<file path="config.mk">
export PLATFORM = sky130hd
export DESIGN_NAME = lc3b_fetch
export DESIGN_NICKNAME = d
export VERILOG_FILES = /design/src/rtl/lc3b_types.sv /design/src/rtl/lc3b_fetch_buf.sv /design/src/rtl/lc3b_fetch.sv
export SDC_FILE = /design/constraint.sdc
export NUM_CORES = 1
export LEC_CHECK = 0
export CAP_MARGIN = 20
export CORE_MARGIN = 3
export CORE_UTILIZATION = 50
export CTS_BUF_LIST = sky130_fd_sc_hd__clkbuf_8
export DETAILED_ROUTE_END_ITERATION = 6
export GPL_TIMING_DRIVEN = 1
export PLACE_DENSITY_LB_ADDON = 0.15
export SYNTH_ARGS = -nofsm -noshare
export SYNTH_HDL_FRONTEND = slang
export SYNTH_SLANG_ARGS = --single-unit
</file>
<file path="constraint.sdc">
create_clock -name clk -period 2.38 [get_ports clk]
set_input_delay 0.238 -clock clk [delete_from_list [all_inputs] [get_ports clk]]
set_output_delay 0.238 -clock clk [all_outputs]
set_load 0.01 [all_outputs]
</file>
<file path="src/rtl/lc3b_types.sv">
// lc3b_types: shared LC-3b datapath types and fetch-unit helpers.
package lc3b_types;

    typedef logic [15:0] lc3b_word;
    typedef logic [3:0]  lc3b_opcode;

    // Fetch sequencer states.
    typedef enum logic [1:0] {
        S_REQ   = 2'd0,
        S_HOLD  = 2'd1,
        S_FLUSH = 2'd2
    } lc3b_fetch_state;

    // Instructions are 16-bit words, so the PC steps by two bytes.
    localparam lc3b_word PC_STEP = 16'd2;

    // Instruction addresses are always even; bit 0 of any redirect is dropped.
    function automatic lc3b_word align_word(input lc3b_word a);
        return a & 16'hFFFE;
    endfunction

endpackage

</file>
<file path="src/rtl/lc3b_fetch_buf.sv">
// lc3b_fetch_buf: one-entry holding buffer for a word fetched ahead of decode.
// Only instantiated when LC3B_FETCH_PREFETCH_EN is defined.
module lc3b_fetch_buf
    import lc3b_types::*;
(
    input  logic     i_clk,
    input  logic     i_reset,
    input  logic     i_load,
    input  logic     i_clear,
    input  lc3b_word i_data,
    input  lc3b_word i_pc,
    output logic     o_full,
    output lc3b_word o_data,
    output lc3b_word o_pc
);

    logic     r_full;
    lc3b_word r_data;
    lc3b_word r_pc;

    // Occupancy flag; a clear (redirect or drain) wins over a same-cycle load.
    always_ff @(posedge i_clk) begin
        if (i_reset || i_clear) begin
            r_full <= 1'b0;
        end else if (i_load) begin
            r_full <= 1'b1;
        end
    end

    // Captured word and its byte address.
    always_ff @(posedge i_clk) begin
        if (i_reset) begin
            r_data <= '0;
            r_pc   <= '0;
        end else if (i_load && !i_clear) begin
            r_data <= i_data;
            r_pc   <= i_pc;
        end
    end

    assign o_full = r_full;
    assign o_data = r_data;
    assign o_pc   = r_pc;

endmodule

</file>
<file path="src/rtl/lc3b_fetch.sv">
// lc3b_fetch: LC-3b instruction fetch unit with branch redirect and decode stall.
// Build option: define LC3B_FETCH_PREFETCH_EN to keep fetching while decode holds
// an instruction, parking one extra word in lc3b_fetch_buf.
//
//  state   | meaning
//  --------+---------------------------------------------------------------
//  S_REQ   | read request at r_pc is on the bus (mem_read=1)
//  S_HOLD  | no request; waiting for decode to take ir (or drain the buffer)
//  S_FLUSH | stale request still on the bus; its response will be dropped,
//          | then r_redirect is requested
module lc3b_fetch
    import lc3b_types::*;
#(
    parameter lc3b_word RESET_PC = 16'h0000
) (
    input  logic       clk,
    input  logic       reset,
    output logic       mem_read,
    output lc3b_word   mem_address,
    input  logic       mem_resp,
    input  lc3b_word   mem_rdata,
    input  logic       stall,
    input  logic       br_taken,
    input  lc3b_word   br_target,
    output logic       ir_valid,
    output lc3b_word   ir,
    output lc3b_opcode opcode,
    output lc3b_word   pc_out
);

    localparam lc3b_word START_PC = align_word(RESET_PC);

    lc3b_fetch_state r_state;
    lc3b_fetch_state w_next_state;

    lc3b_word r_pc;
    lc3b_word r_redirect;
    lc3b_word r_ir;
    lc3b_word r_pc_out;
    logic     r_ir_valid;

    logic     w_req_active;
    logic     w_xfer;
    logic     w_resp_take;
    logic     w_park_on_resp;
    lc3b_word w_target;

    // The bus carries a request in S_REQ and S_FLUSH; S_FLUSH keeps the old
    // address up so a request is never withdrawn before its response.
    assign w_req_active = (r_state == S_REQ) || (r_state == S_FLUSH);
    assign w_xfer       = r_ir_valid && !stall;
    assign w_resp_take  = (r_state == S_REQ) && mem_resp && !br_taken;
    assign w_target     = align_word(br_target);

`ifdef LC3B_FETCH_PREFETCH_EN
    logic     w_buf_load;
    logic     w_buf_clear;
    logic     w_buf_full;
    lc3b_word w_buf_data;
    lc3b_word w_buf_pc;

    // A word arriving while decode is stalled on ir has nowhere else to go.
    assign w_buf_load     = w_resp_take && r_ir_valid && stall;
    assign w_buf_clear    = br_taken || (w_xfer && w_buf_full);
    // Park (stop requesting) only once the buffer is about to fill.
    assign w_park_on_resp = r_ir_valid && stall;

    lc3b_fetch_buf u_buf (
        .i_clk   (clk),
        .i_reset (reset),
        .i_load  (w_buf_load),
        .i_clear (w_buf_clear),
        .i_data  (mem_rdata),
        .i_pc    (r_pc),
        .o_full  (w_buf_full),
        .o_data  (w_buf_data),
        .o_pc    (w_buf_pc)
    );
`else
    // Without prefetch every accepted word parks until decode takes it.
    assign w_park_on_resp = 1'b1;
`endif

    // State register.
    always_ff @(posedge clk) begin
        if (reset) begin
            r_state <= S_REQ;
        end else begin
            r_state <= w_next_state;
        end
    end

    // Next-state logic; br_taken outranks both stall and a delivered word.
    always_comb begin
        w_next_state = r_state;
        case (r_state)
            S_REQ: begin
                if (br_taken) begin
                    w_next_state = mem_resp ? S_REQ : S_FLUSH;
                end else if (mem_resp) begin
                    w_next_state = w_park_on_resp ? S_HOLD : S_REQ;
                end
            end
            S_HOLD: begin
                if (br_taken || w_xfer) begin
                    w_next_state = S_REQ;
                end
            end
            S_FLUSH: begin
                if (mem_resp) begin
                    w_next_state = S_REQ;
                end
            end
            default: w_next_state = S_REQ;
        endcase
    end

    // Outputs; everything is forced quiet while reset is held.
    always_comb begin
        mem_read    = w_req_active && !reset;
        mem_address = r_pc;
        ir_valid    = r_ir_valid && !reset;
        ir          = reset ? '0 : r_ir;
        pc_out      = reset ? '0 : r_pc_out;
        opcode      = reset ? '0 : r_ir[15:12];
    end

    // Fetch PC and pending redirect target. A redirect that lands while a
    // request is still unanswered is parked in r_redirect so mem_address holds.
    always_ff @(posedge clk) begin
        if (reset) begin
            r_pc       <= START_PC;
            r_redirect <= '0;
        end else if (br_taken) begin
            if (w_req_active && !mem_resp) begin
                r_redirect <= w_target;
            end else begin
                r_pc <= w_target;
            end
        end else if (mem_resp && (r_state == S_FLUSH)) begin
            r_pc <= r_redirect;
        end else if (mem_resp && (r_state == S_REQ)) begin
            r_pc <= r_pc + PC_STEP;
        end
    end

`ifdef LC3B_FETCH_PREFETCH_EN
    // Instruction register: refilled from the buffer first, then from the bus.
    always_ff @(posedge clk) begin
        if (reset) begin
            r_ir       <= '0;
            r_pc_out   <= '0;
            r_ir_valid <= 1'b0;
        end else if (br_taken) begin
            r_ir_valid <= 1'b0;
        end else if (w_xfer && w_buf_full) begin
            r_ir       <= w_buf_data;
            r_pc_out   <= w_buf_pc;
            r_ir_valid <= 1'b1;
        end else if (w_resp_take && (!r_ir_valid || w_xfer)) begin
            r_ir       <= mem_rdata;
            r_pc_out   <= r_pc;
            r_ir_valid <= 1'b1;
        end else if (w_xfer) begin
            r_ir_valid <= 1'b0;
        end
    end
`else
    // Instruction register: loaded from the bus, emptied by a transfer or redirect.
    always_ff @(posedge clk) begin
        if (reset) begin
            r_ir       <= '0;
            r_pc_out   <= '0;
            r_ir_valid <= 1'b0;
        end else if (br_taken) begin
            r_ir_valid <= 1'b0;
        end else if (w_resp_take) begin
            r_ir       <= mem_rdata;
            r_pc_out   <= r_pc;
            r_ir_valid <= 1'b1;
        end else if (w_xfer) begin
            r_ir_valid <= 1'b0;
        end
    end
`endif

endmodule

</file>
==> results.py <==
metrics = {
    "placement": {
        "dpl_worst_slack_ns": 0.207,
        "dpl.hpwl_um": 5940,
        "place.gp.congestion": 0.876,
        "port_buffers": 87,
    },
    "clocking": {
        "cts_tree": "yes",
        "clkTransAtPathRegs_ns": 0.07,
        "insertion_delay_ns": 0.33,
        "root_buffer": "clkbuf_8",
        "htree_levels": 3,
        "clock_sinks": 64,
        "cts_resized": 0,
        "hold_buffers": 0,
        "postCtsSetupRepairBufs": 0,
        "clk_path_buf_depth": 2,
        "cts_buffers": 9,
    },
    "global_routing": {
        "grt_pass1_wl_um": 13800,
        "grt_overflow_total": 0,
        "grt_usage_pct": 22.6,
        "grt_max_degree": 32,
        "antenna_found_initial": 0,
        "grt_pass1_vias": 2918,
    },
    "sta": {
        "rsz0062_at_grt": "false",
        "clock.fmax_mhz": 505,
        "timing.final.crit_share_pct": 83.1,
        "skew_ns": 0.00723,
        "maxSlewViolCount": 0,
        "fin_tns_setup_ns": 0,
        "hold_viol": 0,
        "relSlewSlack_pct": 62.1,
        "tightest_slew_ns": 0.554,
        "final-setup-viol-count": 0,
        "period_needed_ns": 1.98,
        "fin_ws_ns": 0.401,
    },
    "power": {
        "vdd_ir_drop_max_uv": 458,
        "power.density_nw_per_um2": 592,
        "p_leak_nw": 1.54,
    },
    "floorplan": {
        "die-area_sq_um": 7570,
        "core_area_sq_um": 6130,
        "fp-row-count": 28,
        "initial_utilization_pct": 53.5,
        "dieHeight_um": 87.0,
        "die_w_um": 87.0,
        "io_pins": 91,
    },
    "yosys": {
        "synth_ff_type": "dfxtp_1",
        "synth-edff-count": 0,
        "synth_commonest_cells": "nand2_1 (111), dfxtp_1 (64), a21oi_1 (62), nor2b_1 (34), clkbuf_1 (19)",
        "netlist_instances": 433,
        "synth.cell_area_sq_um": 3280,
        "yosysMostFrequentCell": "nand2_1",
        "yosysSeqAreaShare_pct": 39.1,
        "ys.warnings.count": 0,
        "synthArstFlopShare_pct": 0,
        "synth.avg_cell_area_sq_um": 7.57,
        "synth_area_leader_cell": "dfxtp_1",
        "synth_top_area_share_pct": 39.1,
        "synth_cell_types": 55,
        "synth_area_leaders": "dfxtp_1 (39%), nand2_1 (13%), a21oi_1 (9.5%), nor2b_1 (6.5%), buf_4 (2.3%)",
        "ys_ff_latch": 64,
    },
    "finish": {
        "multiInputGateArea_sq_um": 1730,
        "area_growth_pct": 31.8,
        "drive_gt1_share_pct": 8.01,
        "num-nets-final": 545,
        "antenna_cells": 0,
        "num-fill-cells": 496,
        "seq_area_sq_um": 1280,
    },
    "detailed_routing": {
        "drt-initial-drc-count": 225,
        "drtAntennaViolNets": 0,
        "drt-total-wl_um": 8300,
        "dr.pass1.iters": 5,
        "routed_via_density": 5.40,
        "vias": 3170,
        "wl_per_cell_um": 14.1,
        "drc": 0,
    },
    "outcome": {
        "status": "finished clean",
    },
    "setup_path": {
        "cp.arrival_ns": 2.26,
        "cp.required_ns": 2.66,
        "critical_path_class": "flip-flop to flip-flop",
        "startpoint_type": "flip-flop",
        "worstSetupEndpointType": "flip-flop",
        "path_max_fanout": 8,
        "ff2ff_setup_slack_ns": 0.40,
    },
    "flow_run": {
        "drv_cap": 0,
    },
    "min_path": {
        "hold_path_class": "input pin to flip-flop",
    },
}
==> cell families after synthesis <==
logic type	synth area share, %
compound gates	20.1
fa+ha+maj	0.381
simple gates	29.5
xor+xnor	1.07
flops	39.1
buf+inv	8.39
mux	1.41
other cells	0.114
==> report_power, final <==
group	internal, mW	switching (mW)	total, mW
sequential	1.13	0.0659	1.20
clock	0.530	0.400	0.931
combinational	0.221	0.210	0.431
==> state kept, by name, summed over array words and instances, names as in the netlist <==
register,count
r_ir,16
mem_address,15
r_pc_out,15
r_redirect,15
r_state,2
r_ir_valid,1
==> per-layer routing <==
| layer | global-route usage, % | part of all wire (%) |
|---|---|---|
| met1 | 30.3 | 44 |
| met2 | 36.4 | 48 |
| met3 | 4.16 | 6.6 |
| met4 | 7.51 | 0.78 |
| met5 | 0 | 0 |
==> through the flow <==
step / instance area [sq um] / hold slack (ns) / instances / power (mW) / util [%]
2_1_floorplan: 3280 / 0.374 / 434 / 1.45 / -
3_3_place_gp: 4120 / 0.437 / 571 / 1.64 / 67.2
3_5_place_dp: 4120 / 0.442 / 571 / 1.65 / 67.2
4_1_cts: 4320 / 0.372 / 587 / 2.57 / 70.5
5_1_grt: 4320 / 0.412 / 587 / 2.68 / 70.5
6_report: 4320 / 0.382 / 587 / 2.56 / 70.5
==> area by class of cell <==
cell class | instances | area share, %
clock buffer | 11 | 3.50
clock inverter | 5 | 1.10
inverter | 10 | 0.869
multi-input combinational | 320 | 40.1
sequential | 64 | 29.6
tap | 75 | 2.17
timing repair buffer | 102 | 22.6
==> worst max-delay path, cell delays in order, from the launching register on <==
cell and delay [ns]:
dfxtp_1 0.51, ha_1 0.36, nand3_1 0.24, or4_1 0.46, a21oi_1 0.16, o221a_2 0.18
==> worst paths after layout <==
check | cells after the start | to | startpoint
setup / recovery | 5 | mem_address[9]$_SDFFE_PP0P_ | mem_address[2]$_SDFFE_PP0P_
hold reg to reg | 2 | r_ir[13]$_SDFFE_PP0P_ | r_ir[13]$_SDFFE_PP0P_
hold / removal | 2 | r_ir[6]$_SDFFE_PP0P_ | reset
setup reg to reg | 5 | mem_address[9]$_SDFFE_PP0P_ | mem_address[2]$_SDFFE_PP0P_
==> placed cells by master, fill, tap and decap left out, types with 2 or more instances in the layout <==
cell type / Yosys / final
o221a_2: 2 / 2
a41oi_1: 2 / 2
nor4_1: 2 / 2
o22ai_1: 2 / 2
a21bo_2: 2 / 2
nor2b_1: 34 / 34
o211ai_1: 3 / 3
nand3_1: 9 / 9
nand4_1: 3 / 3
and3b_1: 2 / 2
mux2i_1: 2 / 2
xnor2_1: 2 / 2
nand3b_1: 2 / 2
buf_4: 10 / 15
o21ai_0: 13 / 13
dfxtp_1: 64 / 64
nor2_1: 14 / 14
conb_1: 1 / 2
o311ai_0: 5 / 5
nor3_1: 8 / 7
clkinv_2: 0 / 2
and3_1: 2 / 2
clkdlybuf4s50_1: 0 / 86
xor2_1: 2 / 2
nand2_1: 111 / 111
clkbuf_8: 2 / 11
inv_1: 10 / 12
nand2b_1: 5 / 5
nand4b_1: 2 / 2
a211o_1: 4 / 4
a21oi_1: 62 / 62
Note: power is estimated with default switching activity, not from simulation.
